$ cat config.mk
export PLATFORM = sky130hd
export DESIGN_NAME = event_latch16_flat
export DESIGN_NICKNAME = d
export VERILOG_FILES = /design/src/rtl/event_latch16_if.sv /design/src/rtl/event_latch16.sv /design/src/flat_wrapper.sv
export SDC_FILE = /design/constraint.sdc
export NUM_CORES = 1
export LEC_CHECK = 0
export CAP_MARGIN = 20
export CORE_MARGIN = 1.5
export CORE_UTILIZATION = 41
export CTS_CLUSTER_DIAMETER = 30
export DETAILED_ROUTE_END_ITERATION = 10
export PLACE_DENSITY = 0.78
export SYNTH_ARGS = -nofsm -noshare
export SYNTH_HDL_FRONTEND = slang
export SYNTH_SLANG_ARGS = --single-unit
$ cat constraint.sdc
create_clock -name clk -period 2.1 [get_ports clk]
set_clock_uncertainty 0.15 [all_clocks]
set_input_delay 0.21 -clock clk [delete_from_list [all_inputs] [get_ports clk]]
set_output_delay 0.21 -clock clk [all_outputs]
set_load 0.03 [all_outputs]
$ cat src/rtl/event_latch16_if.sv
// Event-serving handshake between event_latch16 (master) and its consumer (slave).
interface event_latch16_if #(
  parameter int ID_W = 4
);
  logic            irq_valid;
  logic [ID_W-1:0] irq_id;
  logic            irq_ready;

  modport master (output irq_valid, output irq_id, input irq_ready);
  modport slave  (input irq_valid, input irq_id, output irq_ready);
endinterface

$ cat src/rtl/event_latch16.sv
// Sticky 16-line rising-edge capture with lowest-index-first serving over valid/ready.
// Optional EVENT_LATCH16_SYNC_EN adds a two-flop input synchronizer ahead of edge detect.
//
// state   | meaning
// IDLE    | nothing offered; pick lowest set bit of pend_masked
// PRESENT | irq_id offered, held until irq_ready
module event_latch16 #(
  parameter int WIDTH = 16
) (
  input  logic             clk,
  input  logic             rst,
  input  logic [WIDTH-1:0] ev_in,
  input  logic [WIDTH-1:0] mask,
  input  logic             clr_en,
  input  logic [WIDTH-1:0] clr_mask,
  output logic [WIDTH-1:0] pending,
  output logic [WIDTH-1:0] pend_masked,
  output logic [WIDTH-1:0] overflow,
  event_latch16_if.master  irq
);
  localparam int ID_W = $clog2(WIDTH);

  typedef enum logic {IDLE, PRESENT} state_t;

  state_t           state;
  logic [WIDTH-1:0] ev_s;
  logic [WIDTH-1:0] ev_q;
  logic [WIDTH-1:0] rise;
  logic [WIDTH-1:0] sw_clr;
  logic [WIDTH-1:0] hs_clr;
  logic [WIDTH-1:0] clr;
  logic             hs;
  logic             valid_q;
  logic [ID_W-1:0]  id_q;
  logic [ID_W-1:0]  low_id;

`ifdef EVENT_LATCH16_SYNC_EN
  logic [WIDTH-1:0] sync1;
  logic [WIDTH-1:0] sync2;

  always_ff @(posedge clk or posedge rst) begin
    if (rst) begin
      sync1 <= '0;
      sync2 <= '0;
    end else begin
      sync1 <= ev_in;
      sync2 <= sync1;
    end
  end

  assign ev_s = sync2;
`else
  assign ev_s = ev_in;
`endif

  always_ff @(posedge clk or posedge rst) begin
    if (rst) ev_q <= '0;
    else     ev_q <= ev_s;
  end

  assign rise   = ev_s & ~ev_q;
  assign hs     = valid_q & irq.irq_ready;
  assign sw_clr = clr_en ? clr_mask : '0;
  assign hs_clr = hs ? (WIDTH'(1) << id_q) : '0;
  assign clr    = sw_clr | hs_clr;

  // Set dominates clear so an edge coinciding with its own clear is never lost.
  always_ff @(posedge clk or posedge rst) begin
    if (rst) begin
      pending  <= '0;
      overflow <= '0;
    end else begin
      pending  <= (pending & ~clr) | rise;
      overflow <= (overflow & ~sw_clr) | (rise & pending & ~clr);
    end
  end

  assign pend_masked = pending & mask;

  always_comb begin
    low_id = '0;
    for (int i = WIDTH - 1; i >= 0; i--) begin
      if (pend_masked[i]) low_id = ID_W'(i);
    end
  end

  // The offer is never withdrawn once made, even if its bit is cleared or masked.
  always_ff @(posedge clk or posedge rst) begin
    if (rst) begin
      state   <= IDLE;
      valid_q <= 1'b0;
      id_q    <= '0;
    end else begin
      case (state)
        IDLE: begin
          if (|pend_masked) begin
            state   <= PRESENT;
            valid_q <= 1'b1;
            id_q    <= low_id;
          end
        end
        PRESENT: begin
          if (irq.irq_ready) begin
            state   <= IDLE;
            valid_q <= 1'b0;
          end
        end
        default: begin
          state   <= IDLE;
          valid_q <= 1'b0;
        end
      endcase
    end
  end

  assign irq.irq_valid = valid_q;
  assign irq.irq_id    = id_q;
endmodule

$ cat src/flat_wrapper.sv
// flat-port wrapper written by rule: the top's interface ports become plain ports
module event_latch16_flat 
#(
  parameter int WIDTH = 16
)
  (clk, rst, ev_in, mask, clr_en, clr_mask, pending, pend_masked, overflow, irq_irq_valid, irq_irq_id, irq_irq_ready);
  event_latch16_if #(.ID_W(4)) irq_i ();
  input  logic clk;
  input  logic rst;
  input  logic [WIDTH-1:0] ev_in;
  input  logic [WIDTH-1:0] mask;
  input  logic clr_en;
  input  logic [WIDTH-1:0] clr_mask;
  output logic [WIDTH-1:0] pending;
  output logic [WIDTH-1:0] pend_masked;
  output logic [WIDTH-1:0] overflow;
  output wire logic [$bits(irq_i.irq_valid)-1:0] irq_irq_valid;
  output wire logic [$bits(irq_i.irq_id)-1:0] irq_irq_id;
  input wire logic [$bits(irq_i.irq_ready)-1:0] irq_irq_ready;
  assign irq_irq_valid = irq_i.irq_valid;
  assign irq_irq_id = irq_i.irq_id;
  assign irq_i.irq_ready = irq_irq_ready;
  event_latch16 #(.WIDTH(WIDTH)) u_core (.clk(clk), .rst(rst), .ev_in(ev_in), .mask(mask), .clr_en(clr_en), .clr_mask(clr_mask), .pending(pending), .pend_masked(pend_masked), .overflow(overflow), .irq(irq_i));
endmodule
# == After elaboration in Yosys (flattened, before gate mapping) ==
# Index checks and enable logic that the tools add are counted.
# word_totals
ff_bits,54
output_inout_bits,53
word_cells,50
# op_classes
eq_ne,2
shifts,1
n_mux,24
n_bitwise,14
reduce_logical,3
# op_table
cell,count
$and 16x16->16,6
$mux 4,16
$not 16->16,3
$or 16x16->16,3
$mux 16,2
$reduce_or 16->1,1
$shl 1x4->16 const A,1
$mux 1,4
$pmux 1 s2,2
$reduce_and 2->1,2
$ne 2x1->1 const B,1
$ne 2x2->1 const B,1
$and 1x1->1,1
$not 1->1,1

# == Longest topological paths before layout ==
# Gate-level depths: netlist (run 1).
# logic_depth
word_depth,17
depth_mapped,5
mapped_depth_nobuf,5

# == Least setup slack after synthesis (run 1) ==
# Ideal clock, no wire load.
# synth_timing
path_type,register -> register
start,register u_core.pending[15]
end,"register u_core.id_q[0], in the netlist u_core.irq.irq_id[0]"
setup_time_ns,0.104
arrival_time_ns,1.467
required_time_ns,1.846
setup_slack_ns,0.380
stages_incl_launch_ff,6
period_less_slack_ns,1.720
cell_sequence,dfrtp_1 -> and2_1 -> a21oi_1 -> o21bai_1 -> a31oi_1 -> o41ai_2
# synth_between
elab_chain_cells,17
word_cells_on_any_way,19
cone_classes,16 x mux; 1 x bitwise; 2 x reduce/logical
# synth_lines
element,line,text
"start, declared",event_latch16.sv:16,"output logic [WIDTH-1:0] pending,"
"start signal, assigned",event_latch16.sv:73,pending <= (pending & ~clr) | rise;
$and 16x16->16 *,event_latch16.sv:78,assign pend_masked = pending & mask;
net pend_masked[15],flat_wrapper.sv:15,output logic [WIDTH-1:0] pend_masked;
$mux 4 (16 in a row),event_latch16.sv:83,if (pend_masked[i]) low_id = ID_W'(i);
"end signal, assigned",event_latch16.sv:99,id_q <= low_id;
"end, declared",event_latch16.sv:34,logic [ID_W-1:0] id_q;
# Mark *: on every way through the listed nets, which the timed path passes. The rest lies on a longest branch.
# A chain may end at the register's enable or synchronous reset.

# == Worst setup path after layout (run 1) ==
# layout_timing
start,register u_core.pending[8]
end,output pend_masked[8]
# layout_between
elab_chain_cells,1
# layout_lines
element,line
$and 16x16->16,event_latch16.sv:78
"end, declared",flat_wrapper.sv:15
# Every way passes these cells.

==> results of run 1 <==
report_power, final:
part           total, mW  switching (mW)  internal [mW]
Combinational       1.03           0.573          0.455
Sequential          1.28           0.113           1.17
Clock              0.596           0.331          0.265
registers in the layout (all words and copies together), names as in the netlist:
| name | cells |
|---|---|
| u_core.ev_q | 16 |
| u_core.irq.irq_id | 4 |
| u_core.irq.irq_valid | 1 |
| u_core.overflow | 16 |
| u_core.pending | 16 |
| u_core.state | 1 |
layout by cell type (no fill, tap or decap), types with 2 or more instances in the layout:
cell and instances:
clkdlybuf4s50_1 104, nand2_1 60, dfrtp_1 54, nand2b_1 19, o21ai_0 16, o211ai_1 12
and2_1 11, a22oi_1 7, clkbuf_8 6, buf_4 6, inv_1 5, nor2_1 5
o311ai_0 4, a21oi_1 4, a31oi_1 3, inv_2 2, nand3_1 2, nand4b_1 2
o21ai_1 2
worst reg2reg max path, stage by stage, from the launching register on:
cell and delay, ns:
dfrtp_1 0.42, a22oi_1 0.34, and4b_4 0.33, a21oi_4 0.08, mux2_4 0.30
through the flow:
step / cell area (sq um) / utilization / power, mW / instances / hold slack [ns]
5_1_grt: 3580 / 0.658 / 3.05 / 412 / 0.178
3_3_place_gp: 3480 / 0.640 / 2.32 / 404 / 0.313
4_1_cts: 3580 / 0.658 / 2.92 / 412 / 0.133
2_1_floorplan: 2290 / - / 1.82 / 223 / 0.0914
3_5_place_dp: 3480 / 0.640 / 2.33 / 404 / 0.322
6_report: 3580 / 0.658 / 2.90 / 412 / 0.116
metal layers:
metal  vias up  share of wire  routed length [microns]
li1       1010              -                        -
met1       987           0.42                     2680
met2        68           0.51                     3190
met3         6          0.059                      370
met4         0          0.010                       64
met5         -              0                        0
worst max-delay path by stage:
stage	to	cells past startpoint
finish	pend_masked[8]	3
floorplan	u_core.irq.irq_id[0]	5
CTS	pend_masked[12]	2
global route	pend_masked[10]	3
detailed placement	u_core.irq.irq_id[0]	6
global placement	pend_masked[9]	3
cell type report:
class	instances	area (sq um)	share of cell area
clock buffer	6	82.6	0.0231
clock inverter	2	12.5	0.00350
inverter	7	26.3	0.00735
multi-input combinational	160	908	0.254
sequential	54	1350	0.378
tap	72	90.1	0.0252
timing repair buffer	111	1110	0.309
cells by family after synthesis:
family / Yosys count
AOI/OAI and AO/OA: 55
buffers and inverters: 9
DFF: 54
muxes: 1
and+or+nand+nor: 104
==> run metrics, run 1 <==
outcome completed; CP endpoint kind primary output; Critical Path RT 1.74 ns; Post-Route Setup TNS 0 ns; critical path launch point type register; io pins 105; # setup viols final 0; fin nets 391; synth warn 0; final wirelength 6300 microns; DIE AREA 6050 sq um; initial core utilization 0.422; met3 Resource Use GR 0.0529; initial DRC count 107; top cell type's share of synthesized area 0.589; max incr delay on CP 0.68 ns; row count 27; capturing point of the worst reg2reg path u_core.irq.irq_id[2]; worst reg2reg setup slack 0.38 ns; final worst slack 0.131 ns; fin crit period 1.97 ns; Post-CTS Setup Inserts 0; Routed WL per cell 15.3 microns; asr flop ratio synth 1.00; Syn-to-layout area delta 55.9%; CP top delay family buffers and inverters; CTS sink count 54; Mean Syn Cell Area 10.3 sq um; die height 77.8 microns; Peak Freq 508 MHz; largest family of logic cells by synthesized area simple AND/OR/NAND/NOR gates; worst-path maximum fanout 4; number of max-cap violations 0; gr usage total 0.227; Peak VDD IR 0.000602 V; dominant cell type by area after synthesis dfrtp_1; CTS Hold Bufs 0; met1 usage 0.281; post-CTS sizing 0; adder-cell area share of the yosys netlist 0; Setup WS pre-CTS 0.124 ns; worst hold path class in2async; worst reg2reg path depth 4; worst path buffer plus inverter count 2; gr busiest metal met2; complex-gate fraction of the synthesized area 0.170; sequential share of the synthesized area 0.589; syn_nets 275; number of synthesized flops with an enable pin 0; Synth area leaders dfrtp_1 59%, nand2_1 9.8%, nand2b_1 5.2%; crit path cell chain nand2_1, inv_1, clkdlybuf4s50_1; Die Wd 77.8 microns; mux share of post-synthesis cell area 0.00654; worst-margin pin slew 0.573 ns; most common cell in the synthesized netlist nand2_1; M2 GR Usage 0.396; CP Class reg2out; DR DRC count 0; DR vias/cell 5.03; layout cells sized above 1 0.0706; top cells by count, synth 60 x nand2_1, 54 x dfrtp_1, 19 x nand2b_1; xor and xnor fraction of the mapped netlist area 0; core box area 5440 sq um; Synth cell types 31; critical path data arrival time 1.61 ns; Longest Clk Path Bufs 2; htree depth 2; Slew Viols, Final 0; final hold vios 0; hpwl dp 4990 microns; headroom to the max-slew limit 0.617; Power Dens Cells 812 nW/um^2; drt first pass iters 4; Cells after Synth 223; routed vias 2071; leak pwr 1.52 nW; initial antenna violation count 0; placer congestion estimate 0.887; Crit. Startpoint u_core.pending[8]; simple-gate share of the synthesized area 0.219; clk root buf clkbuf_8; IO Port Bufs 104; Clock Latency Late Sink 0.31 ns; largest net degree at the start of global routing 30; synthesized flop and latch total 54; main flop type after synthesis dfrtp_1; RSZ-0062 raised after global routing false; vias in the first global route 2176; final antenna diode count 0; Mapped Area 2290 sq um; FILL cells 444; global-route wire length before repair 10500 microns; grt ovf 0; Routed Antenna Nets 0; CTS buffer count 5; final period utilization 0.937; R2R Path Start u_core.pending[1]; Clock transition at path regs 0.09 ns; CTS tree built; Crit-path slowest cell clkdlybuf4s50_1
(Power assumes the default switching activity.)
==> run 2, diff against run 1 <==
CORE_UTILIZATION = 37   (was 41)
PLACE_DENSITY = 0.75   (was 0.78)
clock period = 1.7 ns   (was 2.1 ns; I/O delays follow)
==> run metrics, run 2 (same netlist as run 1, synthesis figures left out) <==
Critical Path RT 1.38 ns (-0.36 ns); most common cell after layout, fill and taps aside nand2_1; worst path buffer plus inverter count 1 (-1); Critical Path Stages 1 (-2); worst hold path class in2async; RSZ-0062 raised after global routing false; CTS sink count 54 (unchanged); Longest Clk Path Bufs 2 (unchanged); final wirelength 6710 microns (+6.5%); global-route wire length before repair 10500 microns (-0.46%); Clock transition at path regs 0.09 ns (about the same); Slew Viols, Final 0 (unchanged); Peak VDD IR 0.000558 V (-7.3%); Crit. Startpoint u_core.overflow[3]; CP Class reg2out; Clock Latency Late Sink 0.30 ns (about the same); outcome completed; Power Dens Cells 996 nW/um^2 (+23%); worst-path maximum fanout 2 (-2); CTS Hold Bufs 0 (unchanged); CP endpoint kind primary output; Crit-path slowest cell clkdlybuf4s50_1; core box area 5960 sq um (+9.5%); DR DRC count 0 (unchanged); headroom to the max-slew limit 0.697 (+0.0798); final antenna diode count 0 (unchanged); number of max-cap violations 0 (unchanged); initial DRC count 110 (+2.8%); placed cell area 3630 sq um (+4.2%); io pins 105 (unchanged); DR vias/cell 5.00 (-0.44%); row count 28 (+3.7%); Peak Freq 594 MHz; leak pwr 1.79 nW (+18%); top flop regs u_core.ev_q: 16 flops, u_core.overflow: 16 flops, u_core.pending: 16 flops; initial core utilization 0.385 (-0.0366); htree depth 2 (unchanged); clk root buf clkbuf_8; vias in the first global route 2188 (+0.55%); grt ovf 0 (unchanged); drt first pass iters 4 (unchanged); routed vias 2197 (+6.1%); Die Wd 81.8 microns (+5.1%); placer congestion estimate 0.841 (-5.1%); worst reg2reg path depth 4 (unchanged); Routed Antenna Nets 0 (unchanged); fin nets 415 (+6.1%); layout cells sized above 1 0.176 (+0.105); Routed WL per cell 15.3 microns (about the same); R2R Path Start u_core.pending[1]; DIE AREA 6680 sq um (+10%); critical path launch point type register; most frequent cells in the layout 60 x nand2_1, 59 x clkdlybuf4s50_1, 54 x dfrtp_1; CP top delay family buffers and inverters; Power Total 3.72 mW (+28%); IO Port Bufs 104 (unchanged); final period utilization 0.990; initial antenna violation count 0 (unchanged); worst-margin pin slew 0.449 ns (-0.125 ns); die height 81.8 microns (+5.1%); largest net degree at the start of global routing 55 (+83%); critical path data arrival time 1.36 ns (-0.25 ns); # setup viols final 0 (unchanged); post-CTS sizing 21 (+21); hpwl dp 5330 microns (+6.9%); max incr delay on CP 0.69 ns (about the same); final hold vios 0 (unchanged); CTS tree built; Post-CTS Setup Inserts 0 (unchanged); gr usage total 0.210 (-0.0171); post-route cell area 3730 sq um (+4.3%); CTS buffer count 5 (unchanged); Syn-to-layout area delta 62.6%; fin crit period 1.68 ns; crit path cell chain clkdlybuf4s50_1
run 2: worst paths after layout:
kind                                        endpoint  slack (ns)
worst max-delay path                     overflow[3]        0.02
worst min-delay path                  u_core.ev_q[4]        0.08
worst max register to register  u_core.irq.irq_id[2]        0.06
worst min register to register    u_core.overflow[0]        0.34
max in group asynchronous       u_core.irq.irq_id[1]        1.09
min in group clk                      u_core.ev_q[1]        0.18
run 2: layout make-up:
class,instances,area (sq um)
fillers,520,2220
flip-flops and latches,54,1350
repair buffers,135,1240
multi-input cells,160,910
well taps,75,93.8
clock buffers,6,72.6
clock inverters,2,37.5
inverters,7,26.3
run 2: through the flow:
stage,util,std cells,TNS (ns),hold slack [ns],setup WS (ns)
2_1_floorplan,-,223,-0.0179,0.0514,-0.0179
3_3_place_gp,0.609,431,-0.910,0.312,-0.131
3_5_place_dp,0.609,431,-1.18,0.320,-0.147
4_1_cts,0.623,439,0,0.0894,0.0116
5_1_grt,0.626,439,0,0.142,0.000212
6_report,0.626,439,0,0.0759,0.0166
run 2: layer usage:
| layer | track usage | vias to the layer above | part of all wire |
|---|---|---|---|
| li1 | - | 1052 | - |
| met1 | 0.284 | 1053 | 0.44 |
| met2 | 0.350 | 83 | 0.49 |
| met3 | 0.0333 | 9 | 0.053 |
| met4 | 0.0559 | 0 | 0.012 |
| met5 | 0 | - | 0 |
run 2: where the power goes:
| part | total, mW | internal (mW) | switching [mW] |
|---|---|---|---|
| Clock | 0.844 | 0.440 | 0.404 |
| Sequential | 1.57 | 1.44 | 0.127 |
| Combinational | 1.31 | 0.566 | 0.740 |
